File: src/rtl/iq_fifo_reader.sv
// Read-side controller for the 4-deep I/Q sample FIFO: pulls pairs into a 2-entry
// skid buffer, presents them over valid/ready, tags frame edges and flags underrun.
module iq_fifo_reader #(
   parameter int DW        = 24,
   parameter int FRAME_LEN = 64,
   parameter int PW        = $clog2(FRAME_LEN)
) (
   input  logic          clk,
   input  logic          reset,
   input  logic          Enable,
   input  logic          ClearErr,
   input  logic          FifoEmpty,
   input  logic [DW-1:0] FifoI,
   input  logic [DW-1:0] FifoQ,
   output logic          PullOut,
   output logic          OutValid,
   input  logic          OutReady,
   output logic [DW-1:0] OutI,
   output logic [DW-1:0] OutQ,
   output logic          OutFirst,
   output logic          OutLast,
   output logic          Busy,
   output logic          Underrun
);

   typedef enum logic [1:0] {IDLE, RUN, DRAIN} state_t;

   state_t        state_q, state_d;
   logic [1:0]    occ_q, occ_d;
   logic [PW-1:0] pos_q, pos_d;
   logic [DW-1:0] head_i_q, head_i_d, head_q_q, head_q_d;
   logic [DW-1:0] tail_i_q, tail_i_d, tail_q_q, tail_q_d;
   logic          underrun_q, underrun_d;
   logic          first_q, first_d;
   logic          last_q, last_d;
   logic          pop;
   logic [1:0]    wr_idx;

   localparam logic [PW-1:0] POS_LAST = PW'(FRAME_LEN - 1);

   assign pop      = OutValid & OutReady;
   // The FIFO read pointer is unguarded, so FifoEmpty must gate the strobe.
   assign PullOut  = (state_q == RUN) & ~FifoEmpty & ((occ_q < 2'd2) | pop);
   assign OutValid = (occ_q != 2'd0);
   assign OutI     = head_i_q;
   assign OutQ     = head_q_q;
   assign OutFirst = first_q;
   assign OutLast  = last_q;
   assign Busy     = (state_q != IDLE);
   assign Underrun = underrun_q;

   // Slot the incoming sample lands in, after any pop has shifted the tail forward.
   assign wr_idx = occ_q - {1'b0, pop};

   always_comb begin
      head_i_d = head_i_q;
      head_q_d = head_q_q;
      tail_i_d = tail_i_q;
      tail_q_d = tail_q_q;
      if (pop) begin
         head_i_d = tail_i_q;
         head_q_d = tail_q_q;
      end
      if (PullOut) begin
         if (wr_idx == 2'd0) begin
            head_i_d = FifoI;
            head_q_d = FifoQ;
         end else begin
            tail_i_d = FifoI;
            tail_q_d = FifoQ;
         end
      end

      occ_d = occ_q + {1'b0, PullOut} - {1'b0, pop};

      pos_d = pos_q;
      if (pop) begin
         pos_d = (pos_q == POS_LAST) ? '0 : pos_q + PW'(1);
      end

      first_d = (occ_d != 2'd0) & (pos_d == '0);
      last_d  = (occ_d != 2'd0) & (pos_d == POS_LAST);

      // Set has priority over the clear request.
      underrun_d = ((state_q == RUN) & (pos_q != '0) & (occ_q == 2'd0) & FifoEmpty)
                 | (underrun_q & ~ClearErr);

      state_d = state_q;
      case (state_q)
         IDLE:    if (Enable) state_d = RUN;
         RUN:     if (!Enable) state_d = (occ_d != 2'd0) ? DRAIN : IDLE;
         DRAIN: begin
            if (Enable)              state_d = RUN;
            else if (occ_d == 2'd0)  state_d = IDLE;
         end
         default: state_d = IDLE;
      endcase
   end

   always_ff @(posedge clk or negedge reset) begin
      if (!reset) begin
         state_q    <= IDLE;
         occ_q      <= 2'd0;
         pos_q      <= '0;
         head_i_q   <= '0;
         head_q_q   <= '0;
         tail_i_q   <= '0;
         tail_q_q   <= '0;
         underrun_q <= 1'b0;
         first_q    <= 1'b0;
         last_q     <= 1'b0;
      end else begin
         state_q    <= state_d;
         occ_q      <= occ_d;
         pos_q      <= pos_d;
         head_i_q   <= head_i_d;
         head_q_q   <= head_q_d;
         tail_i_q   <= tail_i_d;
         tail_q_q   <= tail_q_d;
         underrun_q <= underrun_d;
         first_q    <= first_d;
         last_q     <= last_d;
      end
   end

endmodule

File: config.mk
export PLATFORM = sky130hd
export DESIGN_NAME = iq_fifo_reader
export DESIGN_NICKNAME = d
export VERILOG_FILES = /design/src/rtl/iq_fifo_reader.sv
export SDC_FILE = /design/constraint.sdc
export NUM_CORES = 1
export LEC_CHECK = 0
export ABC_AREA = 1
export BUFFER_PORTS_ARGS = -buffer_cell sky130_fd_sc_hd__buf_2
export CORE_ASPECT_RATIO = 1.5
export CORE_UTILIZATION = 35
export CTS_CLUSTER_SIZE = 8
export DETAILED_ROUTE_END_ITERATION = 12
export GPL_ROUTABILITY_DRIVEN = 0
export PLACE_DENSITY = 0.65
export SYNTH_ARGS = -nofsm -noshare
export SYNTH_HDL_FRONTEND = slang
export SYNTH_SLANG_ARGS = --single-unit
File: constraint.sdc
create_clock -name clk -period 1.76 [get_ports clk]
set_clock_uncertainty 0.1 [all_clocks]
set_input_delay 0.176 -clock clk [delete_from_list [all_inputs] [get_ports clk]]
set_output_delay 0.176 -clock clk [all_outputs]
set_load 0.005 [all_outputs]
* Word-level counts from Yosys, hierarchy flattened
Index checks and enable logic that the tools add are counted.
Word-level totals: register bits after elaboration 109, input bits 54, output and inout bits 54, word-level logic and storage cells 61
Cells by class: add/subtract/negate cells 4, order comparisons 1, equality and inequality tests 7, mux-type cells 14, bitwise gates (word level) 14, reduce and logical (&&, ||, !) cells 11
Operator list (count):
- 2-to-1 mux 24 bit | 6
- equality test 6 bit, second input constant | 2
- 2-to-1 mux 6 bit | 2
- 2-to-1 mux 2 bit | 5
- AND 1 bit | 9
- logical NOT 2 bit | 4
- adder 6 x 1 -> 6 bit, second input constant | 1
- logical NOT 6 bit | 1
- one-hot mux 2 bit (3 select lines) | 1
- nonzero test 2 bit | 3
- nonzero test 6 bit | 1
- inequality test 2 bit, second input constant | 2
- subtractor 2 x 1 -> 2 bit | 2
- inequality test 3 bit, second input constant | 1
- NOT 1 bit | 3
- AND reduction 3 bit | 1
- adder 2 x 1 -> 2 bit | 1
- equality test 2 x 1 -> 1 bit, second input constant | 1
- equality test 2 bit, second input constant | 1
- < comparator 2 bit, second input constant | 1
- OR 1 bit | 2
- AND reduction 2 bit | 1

* Depth between registers and ports, before layout
Gate-level depths: netlist of the first run.
depth in word-level cells 10, gate-level depth with buffers 10, gate-level depth less buffers 10

* Worst setup path after synthesis of the first run
No wires, ideal clock.
path kind reg-to-reg, start point register occ_q[1], end point register tail_i_q[18], library setup time 0.130 ns, arrival 1.389 ns, data required time 1.530 ns, setup slack 0.140 ns, stages on the path, launching flop included 8, buffers on the path 1, period minus slack after synthesis 1.620 ns, cell sequence dfrtp_1 nor2_2 nor2_2 nand2_1 o21ai_2 o21ai_4 clkbuf_1 o21ai_1
On the way: word-level cells in the longest chain between the ends 6, elaborated cells on any way between the ends 9, classes of those cells 1 x add/sub; 1 x order compare; 4 x bitwise; 3 x reduce/logical
RTL lines:
- start, declared | RTL line 29 | logic [1:0] occ_q, occ_d;
- start signal, assigned | RTL line 103 | occ_q <= 2'd0;
- start signal, assigned | RTL line 114 | occ_q <= occ_d;
- nonzero test 2 bit | RTL line 44 | assign OutValid = (occ_q != 2'd0);
- AND 1 bit | RTL line 41 | assign pop = OutValid & OutReady;
- subtractor 2 x 1 -> 2 bit | RTL line 53 | assign wr_idx = occ_q - {1'b0, pop};
- logical NOT 2 bit | RTL line 65 | if (wr_idx == 2'd0) begin
- NOT 1 bit (no source line)
- AND reduction 2 bit (no source line) *
- end signal, assigned | RTL line 118 | tail_i_q <= tail_i_d;
- end, declared | RTL line 32 | logic [DW-1:0] tail_i_q, tail_i_d, tail_q_q, tail_q_d;
Mark *: on every way between the ends. The rest lies on a longest branch, timed or not. A chain may end at the register's enable or synchronous reset.

* Worst setup path after layout of the first run
start point register state_q[0], end point register tail_i_q[5]
On the way: word-level cells in the longest chain between the ends 4
RTL lines:
- start, declared | RTL line 28 | state_t state_q, state_d;
- start signal, assigned | RTL line 113 | state_q <= state_d;
- equality test 2 x 1 -> 1 bit | RTL line 43 | assign PullOut = (state_q == RUN) & ~FifoEmpty & ((occ_q < 2'd2) | pop);
- AND 1 bit (2 in a row) | RTL line 43
- AND reduction 2 bit (no source line)
Every way passes these cells.

==> qor.yml, run 1 <==
pwr:
  powerDensity_nw_per_um2: 1570
  p_total_mw: 10.4
  max-vdd-ir-drop_uv: 774
  p_leak_nw: 3.47
yosys:
  synth_area_leaders: "dfrtp_1, nand2_1, a31oi_1, inv_1, nor2_1"
  ys_warn_count: 0
  synthTopCellsByCount: "nand2_1, dfrtp_1, inv_1"
  ys_seq_area_frac: 0.567
  synth_mux_area_frac: 0
  synthSimpleGateAreaFrac: 0.199
  synth_edf_count: 0
  synthArstFlopShare: 1.00
  synth_xor_area_frac: 0.00182
  syn-num-nets: 621
  synthCells: 565
  synth.cell_area_um2: 4810
  yosysMostFrequentCell: "nand2_1"
  synth.distinct_cells: 25
  syn_avg_cell_area_um2: 8.51
  synth-compound-area-share: 0.130
  synth_ff_type: "dfrtp_1"
  synth_top_area_share: 0.567
  yosysTopAreaCell: "dfrtp_1"
  synth-adder-area-share: 0.00520
  ys_ff_latch: 109
  synth_top_family_by_area: "simple AND/OR/NAND/NOR gates"
floorplanning:
  design.core.area_um2: 13500
  initial_utilization: 0.357
  io_pins: 108
  dieHeight_um: 146
  die_w_um: 97.7
  die_area_um2: 14200
  fp-row-count: 52
timing:
  period_share: 0.973
  setup_viol: 0
  slew_viol_final: 0
  final.min_clock_period_ns: 1.71
  hold_viol: 0
  max_freq_mhz: 584
  worst_pin_slew_ns: 0.558
  setup_tns_ns: 0
  hold_ws_ns: 0.00332
  timing.slew.headroom: 0.628
cts:
  path_clk_slew_ns: 0.07
  clk_latency_ns: 0.34
  cts_buffer_depth: 2
  clock-sinks: 109
  htree_num_levels: 3
  cts-root-buf: "clkbuf_16"
  cts_tree: "done"
  cts_buffers: 9
setup_path:
  critPathKind: "flop to flop"
  crit_start: "state_q[0]"
  cp.arrival_ns: 1.86
  end_kind: "flop"
  crit_end: "tail_i_q[5]"
  start_kind: "flop"
  worst_ep_required_time_ns: 1.91
  regToRegStartpoint: "state_q[0]"
  path_max_fanout: 14
  reg2reg_to: "tail_i_q[5]"
  regToRegSetupSlack_ns: 0.05
  r2r_cells: 8
drt:
  first_iter_violations: 291
  m1WireLength_um: 5440
  routed-wl-met3_um: 645
  drtAntennaViolNets: 0
  maxUsedRoutingLayer: "met4"
  wire_per_inst_um: 15.5
  drtPass1Iterations: 9
  vias: 4453
  drc_errors: 10
  wl_um: 13900
  wl_met2_um: 7420
  via_per_inst: 4.98
layout:
  fill_cells: 1220
  nets: 784
  final_core_util: 0.491
  drive_above_1_share: 0.224
  syn_to_final_growth_pct: 37.4
  diodes: 0
flow_run:
  cap_violations: 0
grt:
  antenna_found_initial: 0
  grt_pass1_wl_um: 21100
  gr-usage-all-layers: 0.185
  grt_overflow: 0
  grt_max_degree: 77
  grt_pass1_vias: 4428
status:
  violations: "design-rule violations"
  outcome: "finished, violations left"
placed_design:
  port_buffers: 107
  dpl.hpwl_um: 8120
worst_hold_path:
  hold_class: "input port to flop"
## what timing repair did
item                       in CTS  in global routing
setup buffers                   2                  5
hold endpoints to repair       89                  2
cloned                          1                  7
hold buffers                   46                  2
pin swaps                       1                  3
gates resized for setup         3                 12
setup endpoints to repair       4                 93
## logic make-up after synthesis
logic type / count (synthesis)
xor gates and xnor gates: 1
DFF: 109
AOI/OAI and AO/OA: 106
adders and majority gates: 2
buffers and inverters: 100
and+or+nand+nor: 247
## worst max-delay path, stage by stage, from the launching register on
cell and delay [ns]:
dfrtp_1 0.37, inv_1 0.06, nor2_2 0.13, nand2_2 0.09, a21oi_4 0.23, o21ai_4 0.10
buf_12 0.16, buf_16 0.15, o21ai_0 0.20
## cell type report
type	count	area, µm²	share of cell area
sequential	109	2730	0.413
inverter	69	259	0.0392
tap	162	203	0.0307
timing repair buffer	183	1480	0.224
clock buffer	11	253	0.0382
clock inverter	5	32.5	0.00492
multi-input combinational	356	1650	0.250
## metrics by stage
step / std cells / cell area [µm²] / setup WS [ns]
2_1_floorplan: 565 / 4810 / 0.140
3_3_place_gp: 816 / 5550 / 0.0593
3_5_place_dp: 816 / 5550 / 0.00314
4_1_cts: 881 / 6360 / 0.00584
5_1_grt: 895 / 6610 / -0.0225
6_report: 895 / 6610 / 0.0467
## report_power, final
group	switching (mW)	total, mW	internal, mW
Clock	0.935	1.98	1.04
Combinational	2.20	4.02	1.82
Sequential	0.685	4.36	3.67
Total	3.83	10.4	6.53
## worst min-delay path by stage
| stage | from | endpoint | slack (ns) | cells past startpoint |
|---|---|---|---|---|
| floorplan | reset | OutFirst | -0.22 | 0 |
| global placement | reset | OutQ[4] | 0.09 | 1 |
| detailed placement | reset | OutQ[7] | 0.1 | 1 |
| CTS | FifoQ[13] | tail_q_q[13] | 0.001 | 3 |
| global route | FifoQ[13] | OutQ[13] | 0.01 | 3 |
| finish | FifoQ[13] | tail_q_q[13] | 0.003 | 3 |
## flip-flops by register name (all words and copies together) (netlist names)
name	flops
OutFirst	1
OutQ	24
occ_q	2
OutI	24
Underrun	1
pos_q	6
tail_q_q	24
state_q	2
tail_i_q	24
OutLast	1
## layer usage
metal	track usage	vias up
li1	-	2118
met1	0.220	2180
met2	0.327	133
met3	0.0279	22
met4	0.0833	0
met5	0	-
## placed cells by master (no fill, tap or decap), drive strengths merged
master and n:
nand2 168, buf 129, dfrtp 109, inv 71
nor2 64, o21ai 52, a31oi 48, dlygate4sd3 48
clkbuf 17, nand3 11, a21oi 4, clkinv 3
nand4 2, ha 2, or2 1, xor2 1
a22o 1, nor3 1, a221oi 1
Note: power is estimated with default switching activity, not from simulation.
==> run 2: changes to the inputs <==
--- a/config.mk
+++ b/config.mk
@@ -13,6 +13,7 @@
 export DETAILED_ROUTE_END_ITERATION = 12
 export GPL_ROUTABILITY_DRIVEN = 0
 export PLACE_DENSITY = 0.65
+export RECOVER_POWER = 25
 export SYNTH_ARGS = -nofsm -noshare
 export SYNTH_HDL_FRONTEND = slang
 export SYNTH_SLANG_ARGS = --single-unit
==> constraint.sdc (replaced) <==
create_clock -name clk -period 1.8 [get_ports clk]
set_clock_uncertainty 0.1 [all_clocks]
set_input_delay 0.18 -clock clk [delete_from_list [all_inputs] [get_ports clk]]
set_output_delay 0.18 -clock clk [all_outputs]
set_load 0.005 [all_outputs]
==> qor.yml, run 2 (same netlist as run 1, synthesis figures left out) <==
drt:
  wl_um: 12900
  drc_errors: 10
  vias: 4361
  via_per_inst: 4.94
  first_iter_violations: 212
  drtPass1Iterations: 9
  wire_per_inst_um: 14.6
  drtAntennaViolNets: 0
setup_path:
  regToRegSetupSlack_ns: 0.06
  reg2reg_to: "tail_i_q[13]"
  crit_start: "occ_q[0]"
  r2r_cells: 8
  cp.arrival_ns: 1.86
  end_kind: "flop"
  crit_end: "tail_i_q[13]"
  start_kind: "flop"
  path_max_fanout: 26
  critPathKind: "flop to flop"
  worst_ep_required_time_ns: 1.93
  regToRegStartpoint: "occ_q[0]"
cts:
  cts_tree: "done"
  path_clk_slew_ns: 0.07
  cts-root-buf: "clkbuf_16"
  cts_buffer_depth: 2
  cts_buffers: 9
  clk_latency_ns: 0.34
  clock-sinks: 109
  htree_num_levels: 3
pwr:
  max-vdd-ir-drop_uv: 651
  comb_power_share: 0.369
  seqPwrFrac: 0.420
  p_leak_nw: 3.39
  power.internal_mw: 6.50
  switching_share: 0.361
  powerDensity_nw_per_um2: 1570
  p_sw_mw: 3.67
  power_frac_clock: 0.211
floorplanning:
  dieHeight_um: 146
  fp-row-count: 52
  die_w_um: 97.7
  initial_utilization: 0.357
  design.core.area_um2: 13500
  die_area_um2: 14200
  io_pins: 108
layout:
  fill_cells: 1259
  drive_above_1_share: 0.215
  nets: 771
  final_common_cell: "nand2_1"
  layout_common_cells: "nand2_1, dfrtp_1, buf_2"
  final_cell_area_um2: 6470
  multi_input_area_um2: 1650
  syn_to_final_growth_pct: 34.6
  diodes: 0
  regArea_um2: 2730
grt:
  grt_overflow: 0
  grt_pass1_vias: 4379
  antenna_found_initial: 0
  grt_max_degree: 77
  gr-usage-all-layers: 0.178
  grt_pass1_wl_um: 20300
status:
  outcome: "finished, violations left"
  violations: "design-rule violations, negative hold slack"
placed_design:
  dpl.hpwl_um: 7970
  dpl_cell_area_um2: 5550
  port_buffers: 107
  pre_cts_ws_ns: 0.0445
flow_run:
  cap_violations: 0
timing:
  max_freq_mhz: 576
  final.min_clock_period_ns: 1.74
  worst_pin_slew_ns: 1.04
  period_share: 0.965
  hold_viol: 2
  timing.slew.headroom: 0.304
  setup_tns_ns: 0
  layout_setup_ws_ns: 0.0626
  slew_viol_final: 0
  setup_viol: 0
  hold_ws_ns: -0.0145
worst_hold_path:
  hold_class: "input port to flop"
  hold_path_depth: 3
==> run 2: cell types whose count changed in the layout (fill, tap and decap cells not counted), sizes merged <==
cell         before  now
clkbuf           17   16
dlygate4sd3      48   42
clkinvlp          0    1
clkinv            3    2
bufinv            0    2
buf             129  121
==> run 2: cell type report <==
cell class	count	share of cell area
clock buffer	9	0.0348
clock inverter	7	0.0147
inverter	69	0.0400
multi-input combinational	356	0.254
sequential	109	0.422
tap	162	0.0313
timing repair buffer	170	0.203
==> run 2: metal layers <==
| layer | part of all wire | wire length (µm) | up-vias | global-route usage |
|---|---|---|---|---|
| met4 | 0.025 | 321 | 0 | 0.0848 |
| met5 | 0 | 0 | - | 0 |
| met3 | 0.038 | 494 | 24 | 0.0255 |
| met1 | 0.40 | 5150 | 2104 | 0.202 |
| met2 | 0.54 | 6910 | 142 | 0.326 |
| li1 | - | - | 2091 | - |
==> run 2: power by group through the flow <==
stage | clock network [mW] | logic, mW | registers [mW]
detailed placement | 0 | 3.43 | 4.27
finish | 2.14 | 3.75 | 4.27
CTS | 2.20 | 3.51 | 4.24
global placement | 0 | 3.29 | 4.23
global route | 2.27 | 4.23 | 4.40
floorplan | 0 | 2.08 | 4.22
==> run 2: worst min path at each step <==
stage                          from            to  slack (ns)
after floorplan               reset      OutFirst       -0.22
after global placement        reset       OutQ[4]        0.09
after detailed placement      reset       OutQ[4]        0.09
after CTS                 FifoI[21]  tail_i_q[21]      0.0004
after global routing       FifoQ[4]   tail_q_q[4]       0.006
final                     FifoI[14]  tail_i_q[14]       -0.01
==> run 2: critical path, cell delays in order (launching register included) <==
cell and delay, ns:
dfrtp_2 0.46, nor2_4 0.15, nor2_4 0.07, nand2_2 0.09
o21ai_2 0.10, o21ai_4 0.19, buf_12 0.17, clkbuf_16 0.20
o21ai_0 0.09
==> run 2: stage by stage <==
stage | std cells | total power, mW | util | hold slack [ns]
3_3_place_gp | 816 | 7.53 | 0.412 | 0.0898
3_5_place_dp | 816 | 7.70 | 0.412 | 0.0941
4_1_cts | 874 | 9.95 | 0.467 | 0.000408
5_1_grt | 882 | 10.9 | 0.480 | 0.00592
6_report | 882 | 10.2 | 0.480 | -0.0145
2_1_floorplan | 565 | 6.30 | - | -0.216
==> run 2: repair_timing <==
action,4_1_cts,5_1_grt
resized for setup,0,9
buffers inserted,0,3
endpoints found under the setup margin,0,74
hold buffers,42,0
hold endpoints to repair,83,0
==> run 3: changes to the inputs <==
--- a/config.mk
+++ b/config.mk
@@ -8,11 +8,11 @@
 export ABC_AREA = 1
 export BUFFER_PORTS_ARGS = -buffer_cell sky130_fd_sc_hd__buf_2
 export CORE_ASPECT_RATIO = 1.5
-export CORE_UTILIZATION = 35
+export CORE_UTILIZATION = 46
 export CTS_CLUSTER_SIZE = 8
 export DETAILED_ROUTE_END_ITERATION = 12
 export GPL_ROUTABILITY_DRIVEN = 0
-export PLACE_DENSITY = 0.65
+export PLACE_DENSITY = 0.81
 export RECOVER_POWER = 25
 export SYNTH_ARGS = -nofsm -noshare
 export SYNTH_HDL_FRONTEND = slang
==> constraint.sdc (replaced) <==
create_clock -name clk -period 1.5 [get_ports clk]
set_clock_uncertainty 0.1 [all_clocks]
set_input_delay 0.15 -clock clk [delete_from_list [all_inputs] [get_ports clk]]
set_output_delay 0.15 -clock clk [all_outputs]
set_load 0.005 [all_outputs]
==> qor.yml, run 3 (same netlist as run 1, synthesis figures left out) <==
grt:
  grt_max_degree: 51
  grt_overflow: 0
  antenna_found_initial: 0
  gr-usage-all-layers: 0.267
  grt_pass1_vias: 4698
  grt_pass1_wl_um: 22500
setup_path:
  cp.arrival_ns: 1.86
  r2r_cells: 9
  worst_ep_required_time_ns: 1.67
  end_kind: "flop"
  crit_path_max_incr_delay_ns: 0.47
  regToRegStartpoint: "occ_q[0]"
  regToRegSetupSlack_ns: -0.19
  start_kind: "flop"
  crit_end: "tail_q_q[1]"
  path_max_fanout: 8
  crit_chain: "nor2_4, nor2_4, nand2_2, o21ai_2, o21ai_4, buf_12, clkbuf_16, nand2_2, o21ai_1"
  crit_start: "occ_q[0]"
  critPathKind: "flop to flop"
  reg2reg_to: "tail_q_q[1]"
  slowest_stage: "dfrtp_2"
drt:
  wire_per_inst_um: 17.2
  vias: 4780
  first_iter_violations: 348
  drtAntennaViolNets: 0
  via_per_inst: 5.43
  drtPass1Iterations: 5
  drc_errors: 0
  wl_um: 15100
layout:
  syn_to_final_growth_pct: 49.5
  layout_common_cells: "nand2_1, dfrtp_1, buf_2"
  fill_cells: 685
  final_core_util: 0.709
  final_cell_area_um2: 7190
  nets: 815
  drive_above_1_share: 0.357
  final_common_cell: "nand2_1"
  diodes: 0
cts:
  cts-root-buf: "clkbuf_16"
  cts_buffer_depth: 2
  clock-sinks: 109
  path_clk_slew_ns: 0.08
  htree_num_levels: 3
  cts_tree: "done"
  clk_latency_ns: 0.35
  cts_buffers: 9
timing:
  hold_viol: 1
  slew_viol_final: 0
  max_freq_mhz: 592
  worst_pin_slew_ns: 0.731
  rsz0062_at_grt: "true"
  setup_viol: 102
  hold_ws_ns: -0.0107
  timing.slew.headroom: 0.512
  final.min_clock_period_ns: 1.69
  layout_setup_ws_ns: -0.191
  period_share: 1.13
floorplanning:
  die_w_um: 85.5
  dieHeight_um: 127
  fp-row-count: 45
  die_area_um2: 10900
  io_pins: 108
  initial_utilization: 0.474
  design.core.area_um2: 10100
flow_run:
  cap_violations: 0
placed_design:
  port_buffers: 107
  dpl_cell_area_um2: 5580
  dpl.hpwl_um: 8060
status:
  outcome: "finished, violations left"
  violations: "negative hold slack, negative setup slack"
pwr:
  p_leak_nw: 3.70
  max-vdd-ir-drop_uv: 1180
  powerDensity_nw_per_um2: 1900
worst_hold_path:
  hold_class: "input port to flop"
-- run 3: changes by cell type in the layout (fill, tap and decap cells not counted), sizes merged --
cell | previous run | this run
buf | 121 | 156
bufinv | 2 | 1
clkinvlp | 1 | 2
dlygate4sd3 | 42 | 51
-- run 3: how the worst min path moves through the flow --
stage	from	end	slack [ns]	cells past startpoint
3_3_place_gp	reset	OutQ[7]	-0.09	1
5_1_grt	FifoEmpty	Underrun	0.03	3
6_report	FifoEmpty	Underrun	-0.01	3
3_5_place_dp	reset	OutQ[6]	-0.09	1
4_1_cts	FifoEmpty	Underrun	0.01	3
2_1_floorplan	reset	OutFirst	-0.25	0
-- run 3: final cells by class --
class / instances / area (µm²) / area share
clock buffer: 9 / 225 / 0.0313
clock inverter: 7 / 82.6 / 0.0115
inverter: 69 / 259 / 0.0360
multi-input combinational: 356 / 1920 / 0.267
sequential: 109 / 2730 / 0.380
tap: 117 / 146 / 0.0204
timing repair buffer: 214 / 1820 / 0.254
-- run 3: critical path, delay by kind of cell (launching register included) --
family | cells | cell delay [ns]
compound gates | 3 | 0.36
buf+inv | 2 | 0.34
simple gates | 4 | 0.32
flops | 1 | 0.47
-- run 3: routing by layer --
metal / up-vias / track usage / part of all wire
met2: 232 / 0.468 / 0.53
met5: - / 0 / 0
met4: 0 / 0.148 / 0.040
li1: 2182 / - / -
met1: 2312 / 0.307 / 0.38
met3: 54 / 0.0472 / 0.045
-- run 3: report_power, final --
| part | switching [mW] | internal [mW] | leakage [nW] |
|---|---|---|---|
| clock network | 1.15 | 1.32 | 0.144 |
| registers | 1.01 | 4.31 | 1.35 |
| logic | 3.02 | 2.82 | 2.20 |
| total | 5.18 | 8.45 | 3.70 |
-- run 3: per-stage QoR --
stage	std cells	setup slack, ns	setup TNS [ns]	power (mW)
finish	881	-0.191	-12.60	13.6
global route	881	-0.269	-20.27	14.4
CTS	871	-0.131	-4.90	12.7
detailed placement	784	-0.175	-10.67	9.39
global placement	784	-0.0715	-4.51	9.13
floorplan	565	-0.0373	-2.74	7.62
-- run 3: timing repair --
item,4_1_cts,5_1_grt
setup endpoints to repair,100,103
gates cloned,5,8
setup buffers,15,3
pin swaps,18,7
endpoints found under the hold margin,198,0
hold buffers,51,0
resized for setup,58,76
